--- src/rtl/riscv_lsu.sv ---
`default_nettype none
// +-----------------------------------------------------------------------------+
// | riscv_lsu : RV32I load/store unit driving a byte-addressed RAM port; splits  |
// | misaligned H/W accesses into byte accesses. RISCV_LSU_MISALIGN_TRAP_EN traps |
// | misaligned requests instead. Rev 1.0                                         |
// +-----------------------------------------------------------------------------+
module riscv_lsu #(
  parameter int WORD_LENGTH = 32,
  parameter int ADDR_LENGTH = 32
) (
  input  logic                   clk,
  input  logic                   rst,
  input  logic                   req_valid,
  output logic                   req_ready,
  input  logic                   req_store,
  input  logic [2:0]             req_funct3,
  input  logic [ADDR_LENGTH-1:0] req_addr,
  input  logic [WORD_LENGTH-1:0] req_wdata,
  output logic                   resp_valid,
  output logic [WORD_LENGTH-1:0] resp_rdata,
  output logic                   resp_err,
  output logic [ADDR_LENGTH-1:0] ram_addr,
  output logic                   ram_write_en,
  output logic [WORD_LENGTH-1:0] ram_wdata,
  output logic [1:0]             ram_mask_sel,
  input  logic [WORD_LENGTH-1:0] ram_dout
);

  localparam logic [1:0] MASK_B = 2'd0;
  localparam logic [1:0] MASK_H = 2'd1;
  localparam logic [1:0] MASK_X = 2'd2;

  typedef enum logic [1:0] {
    IDLE   = 2'd0,
    ACCESS = 2'd1,
    RESP   = 2'd2
  } state_t;

  state_t state, state_nxt;

  logic                   store_q;
  logic [2:0]             funct3_q;
  logic [ADDR_LENGTH-1:0] addr_q;
  logic [WORD_LENGTH-1:0] wdata_q;
  logic                   misal_q;
  logic                   err_q;
  logic [1:0]             k;
  logic [1:0]             k_nxt;
  logic [1:0]             last_k;
  logic [WORD_LENGTH-1:0] asm_q;
  logic [ADDR_LENGTH-1:0] addr_r;
  logic [WORD_LENGTH-1:0] wdata_r;
  logic [1:0]             mask_r;

  logic       accept;
  logic       req_invalid;
  logic       req_misal;
  logic       req_err;
  logic [1:0] req_mask;

  // Decode of the incoming request, used only on the accepting cycle.
  always_comb begin
    accept    = req_valid && (state == IDLE);
    req_misal = ((req_funct3[1:0] == 2'd1) && req_addr[0]) ||
                ((req_funct3[1:0] == 2'd2) && (req_addr[1:0] != 2'b00));
    if (req_store) req_invalid = (req_funct3 >= 3'd3);
    else           req_invalid = (req_funct3 == 3'd3) || (req_funct3 >= 3'd6);
`ifdef RISCV_LSU_MISALIGN_TRAP_EN
    req_err = req_invalid || req_misal;
`else
    req_err = req_invalid;
`endif
    case (req_funct3[1:0])
      2'd0:    req_mask = MASK_B;
      2'd1:    req_mask = req_misal ? MASK_B : MASK_H;
      default: req_mask = req_misal ? MASK_B : MASK_X;
    endcase
  end

  always_comb begin
    case (funct3_q[1:0])
      2'd0:    last_k = 2'd0;
      2'd1:    last_k = 2'd1;
      default: last_k = 2'd3;
    endcase
    k_nxt = k + 2'd1;
  end

  always_ff @(posedge clk) begin
    if (rst) state <= IDLE;
    else     state <= state_nxt;
  end

  always_comb begin
    state_nxt = state;
    case (state)
      IDLE:    if (req_valid) state_nxt = req_err ? RESP : ACCESS;
      ACCESS:  if (!misal_q || (k == last_k)) state_nxt = RESP;
      RESP:    state_nxt = IDLE;
      default: state_nxt = IDLE;
    endcase
  end

  // RAM-side outputs are registered one step ahead so they hold outside ACCESS.
  always_ff @(posedge clk) begin
    if (rst) begin
      store_q  <= 1'b0;
      funct3_q <= 3'd0;
      addr_q   <= '0;
      wdata_q  <= '0;
      misal_q  <= 1'b0;
      err_q    <= 1'b0;
      k        <= 2'd0;
      asm_q    <= '0;
      addr_r   <= '0;
      wdata_r  <= '0;
      mask_r   <= MASK_X;
    end else begin
      if (accept) begin
        store_q  <= req_store;
        funct3_q <= req_funct3;
        addr_q   <= req_addr;
        wdata_q  <= req_wdata;
        misal_q  <= req_misal;
        err_q    <= req_err;
        k        <= 2'd0;
        if (!req_err) begin
          addr_r  <= req_addr;
          wdata_r <= req_wdata;
          mask_r  <= req_mask;
        end
      end
      if (state == ACCESS) begin
        if (misal_q) begin
          asm_q[{k, 3'b000} +: 8] <= ram_dout[7:0];
          k <= k_nxt;
          if (k != last_k) begin
            addr_r  <= addr_q + ADDR_LENGTH'(k_nxt);
            wdata_r <= wdata_q >> {k_nxt, 3'b000};
          end
        end else begin
          asm_q <= ram_dout;
        end
      end
    end
  end

  always_comb begin
    resp_rdata = '0;
    if ((state == RESP) && !err_q && !store_q) begin
      case (funct3_q)
        3'd0:    resp_rdata = {{(WORD_LENGTH-8){asm_q[7]}}, asm_q[7:0]};
        3'd4:    resp_rdata = {{(WORD_LENGTH-8){1'b0}}, asm_q[7:0]};
        3'd1:    resp_rdata = {{(WORD_LENGTH-16){asm_q[15]}}, asm_q[15:0]};
        3'd5:    resp_rdata = {{(WORD_LENGTH-16){1'b0}}, asm_q[15:0]};
        3'd2:    resp_rdata = asm_q;
        default: resp_rdata = '0;
      endcase
    end
  end

  assign req_ready    = (state == IDLE);
  assign resp_valid   = (state == RESP);
  assign resp_err     = (state == RESP) && err_q;
  assign ram_write_en = (state == ACCESS) && store_q && !rst;
  assign ram_addr     = addr_r;
  assign ram_wdata    = wdata_r;
  assign ram_mask_sel = mask_r;

endmodule
`default_nettype wire

--- config.mk ---
export PLATFORM = sky130hd
export DESIGN_NAME = riscv_lsu
export DESIGN_NICKNAME = d
export VERILOG_FILES = /design/src/rtl/riscv_lsu.sv
export SDC_FILE = /design/constraint.sdc
export NUM_CORES = 1
export LEC_CHECK = 0
export BUFFER_PORTS_ARGS = -buffer_cell sky130_fd_sc_hd__buf_2
export CAP_MARGIN = 40
export CORE_MARGIN = 10
export CORE_UTILIZATION = 40
export CTS_CLUSTER_SIZE = 8
export DETAILED_ROUTE_END_ITERATION = 8
export HOLD_SLACK_MARGIN = 0.12
export PLACE_DENSITY = 0.6
export SYNTH_ARGS = -nofsm -noshare
export SYNTH_HDL_FRONTEND = slang
export SYNTH_SLANG_ARGS = --single-unit
--- constraint.sdc ---
create_clock -name clk -period 3.51 [get_ports clk]
set_input_delay 0.702 -clock clk [delete_from_list [all_inputs] [get_ports clk]]
set_output_delay 0.702 -clock clk [all_outputs]
set_load 0.03 [all_outputs]
After elaboration in Yosys (flattened, before gate mapping)

Index checks and enable logic that the tools add are counted.

Latch bits: 0
Memories: 0
Input port bits: 103
Output and inout port bits: 102
Word-level logic and storage cells: 83
Bits in read-only memories: 0
Flip-flop bits (word level): 172
Memory bits (writable): 0

Muxes and demuxes: 26
Shifts and indexed selects: 3
Multipliers: 0
Bitwise gates (word level): 1
Div/mod/pow operators: 0
Add/sub/neg operators: 3
Reductions and logical operators: 22
Order comparisons: 2
Equal/unequal tests: 14

Operators by type and width:

| kind                                                  | number |
|---|---|
| 2-to-1 mux 32 bit                                     | 12 |
| case mux 32 bit (5 select lines)                      | 1 |
| adder 32 x 2 -> 32 bit                                | 1 |
| bitwise mux 32 bit                                    | 1 |
| variable shift 8 x 7 -> 32 bit (first input constant) | 1 |
| variable part select 8 x 7 -> 32 bit                  | 1 |
| right shift 32 x 5 -> 32 bit                          | 1 |
| 2-to-1 mux 2 bit                                      | 7 |
| case mux 2 bit (2 select lines)                       | 3 |
| logical AND 1 bit                                     | 8 |
| negator 5 -> 7 bit                                    | 1 |
| equality test 2 x 1 -> 1 bit (second input constant)  | 3 |
| equality test 3 x 2 -> 1 bit (second input constant)  | 2 |
| equality test 3 bit (second input constant)           | 2 |
| zero test 2 bit                                       | 3 |
| equality test 2 bit (second input constant)           | 2 |
| zero test 1 bit                                       | 4 |
| inequality test 2 bit (second input constant)         | 2 |
| AND reduction 2 bit                                   | 2 |
| equality test 3 x 1 -> 1 bit (second input constant)  | 1 |
| >= comparator 3 x 2 -> 1 bit (second input constant)  | 1 |
| >= comparator 3 bit (second input constant)           | 1 |
| zero test 3 bit                                       | 1 |
| logical OR 1 bit                                      | 3 |
| 6 further kinds                                       | 7 |

Depth between registers and ports, before layout

Depth in word-level cells: 8
Mapped depth: 9
Gate-level depth less buffers: 7

Least setup slack after synthesis

OpenSTA, ideal clock, no wires.

Path type: reg-to-output
From: register state[1]
To: output resp_rdata[11]
Setup slack: 460 ps
Data arrival time: 2348 ps
Data required time: 2808 ps
Stages on the path, launching flop included: 6
Cells stage by stage: dfxtp_1 nor2b_1 nor3b_1 nand2_1 clkbuf_1 a21oi_1

Word-level cells in the longest chain between the ends: 4

RTL lines:

| item                            | line | RTL |
|---|---|---|
| from (decl)                     | 39   | `state_t state, state_nxt;` |
| from (signal assigned)          | 91   | `else state <= state_nxt;` |
| equality test 2 bit             | -    |  |
| named net resp_valid            | 19   | `output logic resp_valid,` |
| logical AND 1 bit (2 in series) | 150  | `if ((state == RESP) && !err_q && !store_q) begin` |
| 2-to-1 mux 32 bit               | 150  |  |
| to (decl)                       | 20   | `output logic [WORD_LENGTH-1:0] resp_rdata,` |

The timed path passes the listed nets, and every way through them passes these cells.

Final worst setup path

From: register state[1]
To: output resp_rdata[28]

Word-level cells in the longest chain between the ends: 4

RTL lines:

| item                            | line |
|---|---|
| equality test 2 bit             | 150 |
| logical AND 1 bit (2 in series) | 150 |
| 2-to-1 mux 32 bit               | 150 |

No other way between the ends.

==> impl_summary.md <==
Outcome
The run finished with clean final reports.

Floorplanning
The total die area is 0.0276 mm2. The number of rows in the core area is 53. In this run the vertical extent of the chip is 166 um. The region available for standard cell placement spans 0.0210 mm2. The initial utilization of the core area, before any placement, comes to 40.7%.

The number of top-level pins is 205. The die width is 166 um.

Final layout
The number of inserted filler cells in the final layout is 2111. After the last flow step, the layout net total stands at 1360. The commonest non-fill, non-tap cell in the layout is nand2_1. Cells with a size suffix above 1 make up 23.2% of the layout.

The synthesis-to-layout area growth is 22.1%. Once layout is done, the placed cells without fillers occupy 0.0104 mm2. The top cell types in the final layout, fill and taps aside, are nand2_1, buf_2, dfxtp_1.

Timing
Setup repair after global routing left no endpoint under its margin. Setup violations remaining at the end of the flow were counted as 0. The highest achievable clock rate is 0.314 GHz.

The number of failing hold endpoints at the final stage is 0. The final-report max-slew violation count is 0. The slew at the pin with the worst max-slew slack is 819 ps. The aggregate negative setup slack is 0 ps. Between clock sinks in the finished design, the worst skew comes to 7.94 ps. The final worst hold slack is 455 ps. Measured against its own limit, the worst slew margin works out to 45.3%. Dividing the final minimum period by the clock period gives 90.7%.

The minimum clock period after layout is 3180 ps.

Worst setup path
By startpoint and endpoint, the worst setup path is classified as reg2out. At the worst endpoint, the required time is 2810 ps. Among all stages on the critical path, the largest delay is contributed by nand2_1. The register-to-register setup slack is 440 ps.

The count of buffer and inverter cells on the critical path is 1. The worst setup path is launched from a register. The capturing element type of the critical path is a primary output.

The top cell family by delay on the critical path is simple AND/OR/NAND/NOR gates. The data arrival time of the critical path is 2480 ps. The delay of the slowest cell on the worst path is 520 ps. In this run the worst path has a maximum fanout of 24. Traced cell by cell, the critical path runs through nor2b_1 > nor3b_1 > nand2_1 > a21oi_1 > buf_2.

Pwr
The switching fraction of total power is 29.3%. The clock network is responsible for 40.7% of the overall power. The total power draw is 4900 uW. Per report_power, the sequential group accounts for 44.5% of the total. The leakage power of the design is 0.00403 uW. Summed over all nets, the switching power comes to 1440 uW.

In this run the power density over the cells is 469 mW/mm2. The worst-case vdd ir drop is 0.316 mV. Combinational logic is responsible for 14.8% of the overall power. The internal power of the cells totals 3470 uW.

GRT
Entering global routing, the biggest net connects 146 pins. For this run, global-route usage on met3 was measured as 4.85%. The total routing resource utilization after global routing is 20.5%. The initial antenna violation count is 2. The global-route wire length before repair is 47200 um.

The number of global-route vias before repair came to 8409. The total congestion overflow after global routing is 0. The met1 capacity usage during global routing is 28.6%.

The routing usage on met2 is 30.7%. The busiest metal layer after global routing is met2.

Worst hold path
The class of the most critical hold timing path is reg2reg.

Clock network
The total CTS buffers is 17. The clock transition time at the flip-flop clock pins of the worst setup and hold paths is 60 ps. Counting every sink on the clock net gives 172. TritonCTS built the clock tree. CTS built an H-tree with a depth of 4. After clock tree synthesis, the flow added hold-fix buffers numbering 0. The insertion delay to the later sink of the worst-skew pair is 430 ps. The number of buffers inserted by post-CTS setup repair is 0. The deepest clock path buffer count is 2.

In this run the clock root is driven by a clkbuf_16. After clock tree synthesis, the repair step resized 0 gates.

Drt
The total iterations of the first detailed-routing run is 5. For this block, the initial DRC count from the detailed router was 785. The routed design has 29700 um of wire.

For this block, the via count after detailed routing is 8831. After detailed routing, the average wire length per cell comes to 19.2 um. The detailed-route DRC error count is 0. The count of nets left with antenna violations once routing finished came out at 0.

The via-per-instance ratio is 5.73.

Placement
The total placed instance area is 0.00983 mm2. The number of input and output port buffers inserted is 204. The post-DP HPWL is 19900 um. At the end of routability-driven placement, the weighted congestion stood at 0.832.

Synthesis
The top cell type by area accounts for 40.2% of the synthesized area. After synthesis, the share of flip-flops with an asynchronous set or reset is 0%. dfxtp_1 takes more of the synthesized area than any other cell. Of the synthesized area, sequential elements account for 40.2%. After synthesis, the mean cell area works out to 7.81 um2. The net count after synthesis is 1205. By area the synthesized netlist is led by dfxtp_1, nand2_1, a21oi_1, a211oi_1, a311oi_1.

The number of cells produced by synthesis is 1095. The netlist uses 58 different library cells. The synthesized netlist occupies a cell area of 0.00856 mm2. The synthesized design contains 172 register bits. The most used flip-flop cell after synthesis is dfxtp_1. Counting flops with a built-in enable in the synthesized netlist gives 0.

The total number of yosys warnings is 0.

Job
Max-cap violations in this run came to 0.
==> per-stage QoR <==
stage / setup slack [ps] / instances / util [%]
after floorplan: 460 / 1095 / -
after global placement: 502 / 1506 / 46.8
after detailed placement: 428 / 1506 / 46.8
after CTS: 338 / 1538 / 49.6
after global routing: 40.6 / 1539 / 49.7
final: 325 / 1541 / 49.7
==> power by group through the flow <==
stage	logic, uW	clock network [uW]	registers [uW]
floorplan	393	0	2270
global placement	720	0	2220
detailed placement	725	0	2220
CTS	727	2020	2180
global route	799	2090	2200
finish	726	1990	2180
==> metal layers <==
metal / part of all wire [%] / vias up
met3: 7.5 / 27
li1: - / 4283
met4: 1.4 / 0
met2: 44 / 312
met1: 47 / 4209
met5: 0 / -
==> final cells by class <==
class                           count  area (um2)  area share (%)
Inverter                           46         173            1.65
Clock inverter                     13         165            1.58
Sequential cell                   172        3440            33.0
Timing Repair Buffer              229        1260            12.1
Clock buffer                       19         443            4.24
Multi-Input combinational cell    784        4610            44.1
Tap cell                          275         344            3.29
Antenna cell                        3        7.51          0.0719
==> synth_stat cells, types with 8 or more instances <==
| master | n |
|---|---|
| clkbuf_1 | 71 |
| nor3_1 | 12 |
| dfxtp_1 | 172 |
| xnor2_1 | 8 |
| nor2_1 | 70 |
| mux4_2 | 8 |
| a32oi_1 | 8 |
| inv_1 | 45 |
| nand3_1 | 11 |
| mux2_2 | 8 |
| buf_1 | 15 |
| nor4_1 | 19 |
| a31oi_1 | 26 |
| mux2i_1 | 9 |
| a221oi_1 | 9 |
| or4_1 | 8 |
| a311oi_1 | 48 |
| a22oi_1 | 24 |
| a21oi_1 | 110 |
| nand2_1 | 259 |
| a211oi_1 | 59 |
| and3_1 | 10 |
==> state kept, by name (all words and copies together), names as in the netlist <==
name	count
ram_mask_sel	2
asm_q	32
misal_q	1
addr_q	32
ram_addr	32
store_q	1
k	2
ram_wdata	32
err_q	1
state	2
funct3_q	3
wdata_q	32
==> final timing paths <==
path	startpoint	endpoint	cells after the start
max reg2reg	k[1]	ram_addr[23]	8
max	state[1]	resp_rdata[28]	5
min	wdata_q[0]	wdata_q[0]	2
min reg2reg	wdata_q[0]	wdata_q[0]	2
==> cells by family after synthesis <==
family / share of synthesized area (%)
compound gates: 25.5
mux: 4.21
buf+inv: 6.20
flops: 40.2
xor+xnor: 1.13
simple gates: 21.6
fa+ha+maj: 1.11
==> worst reg2reg max path, cell delays in order (launching register included) <==
cell and delay (ps):
dfxtp_1 410, inv_1 90, ha_1 340, ha_1 290
a21oi_1 50, buf_4 160, or4_1 810, or4_1 590
a311oi_1 240
(Power assumes the default switching activity.)
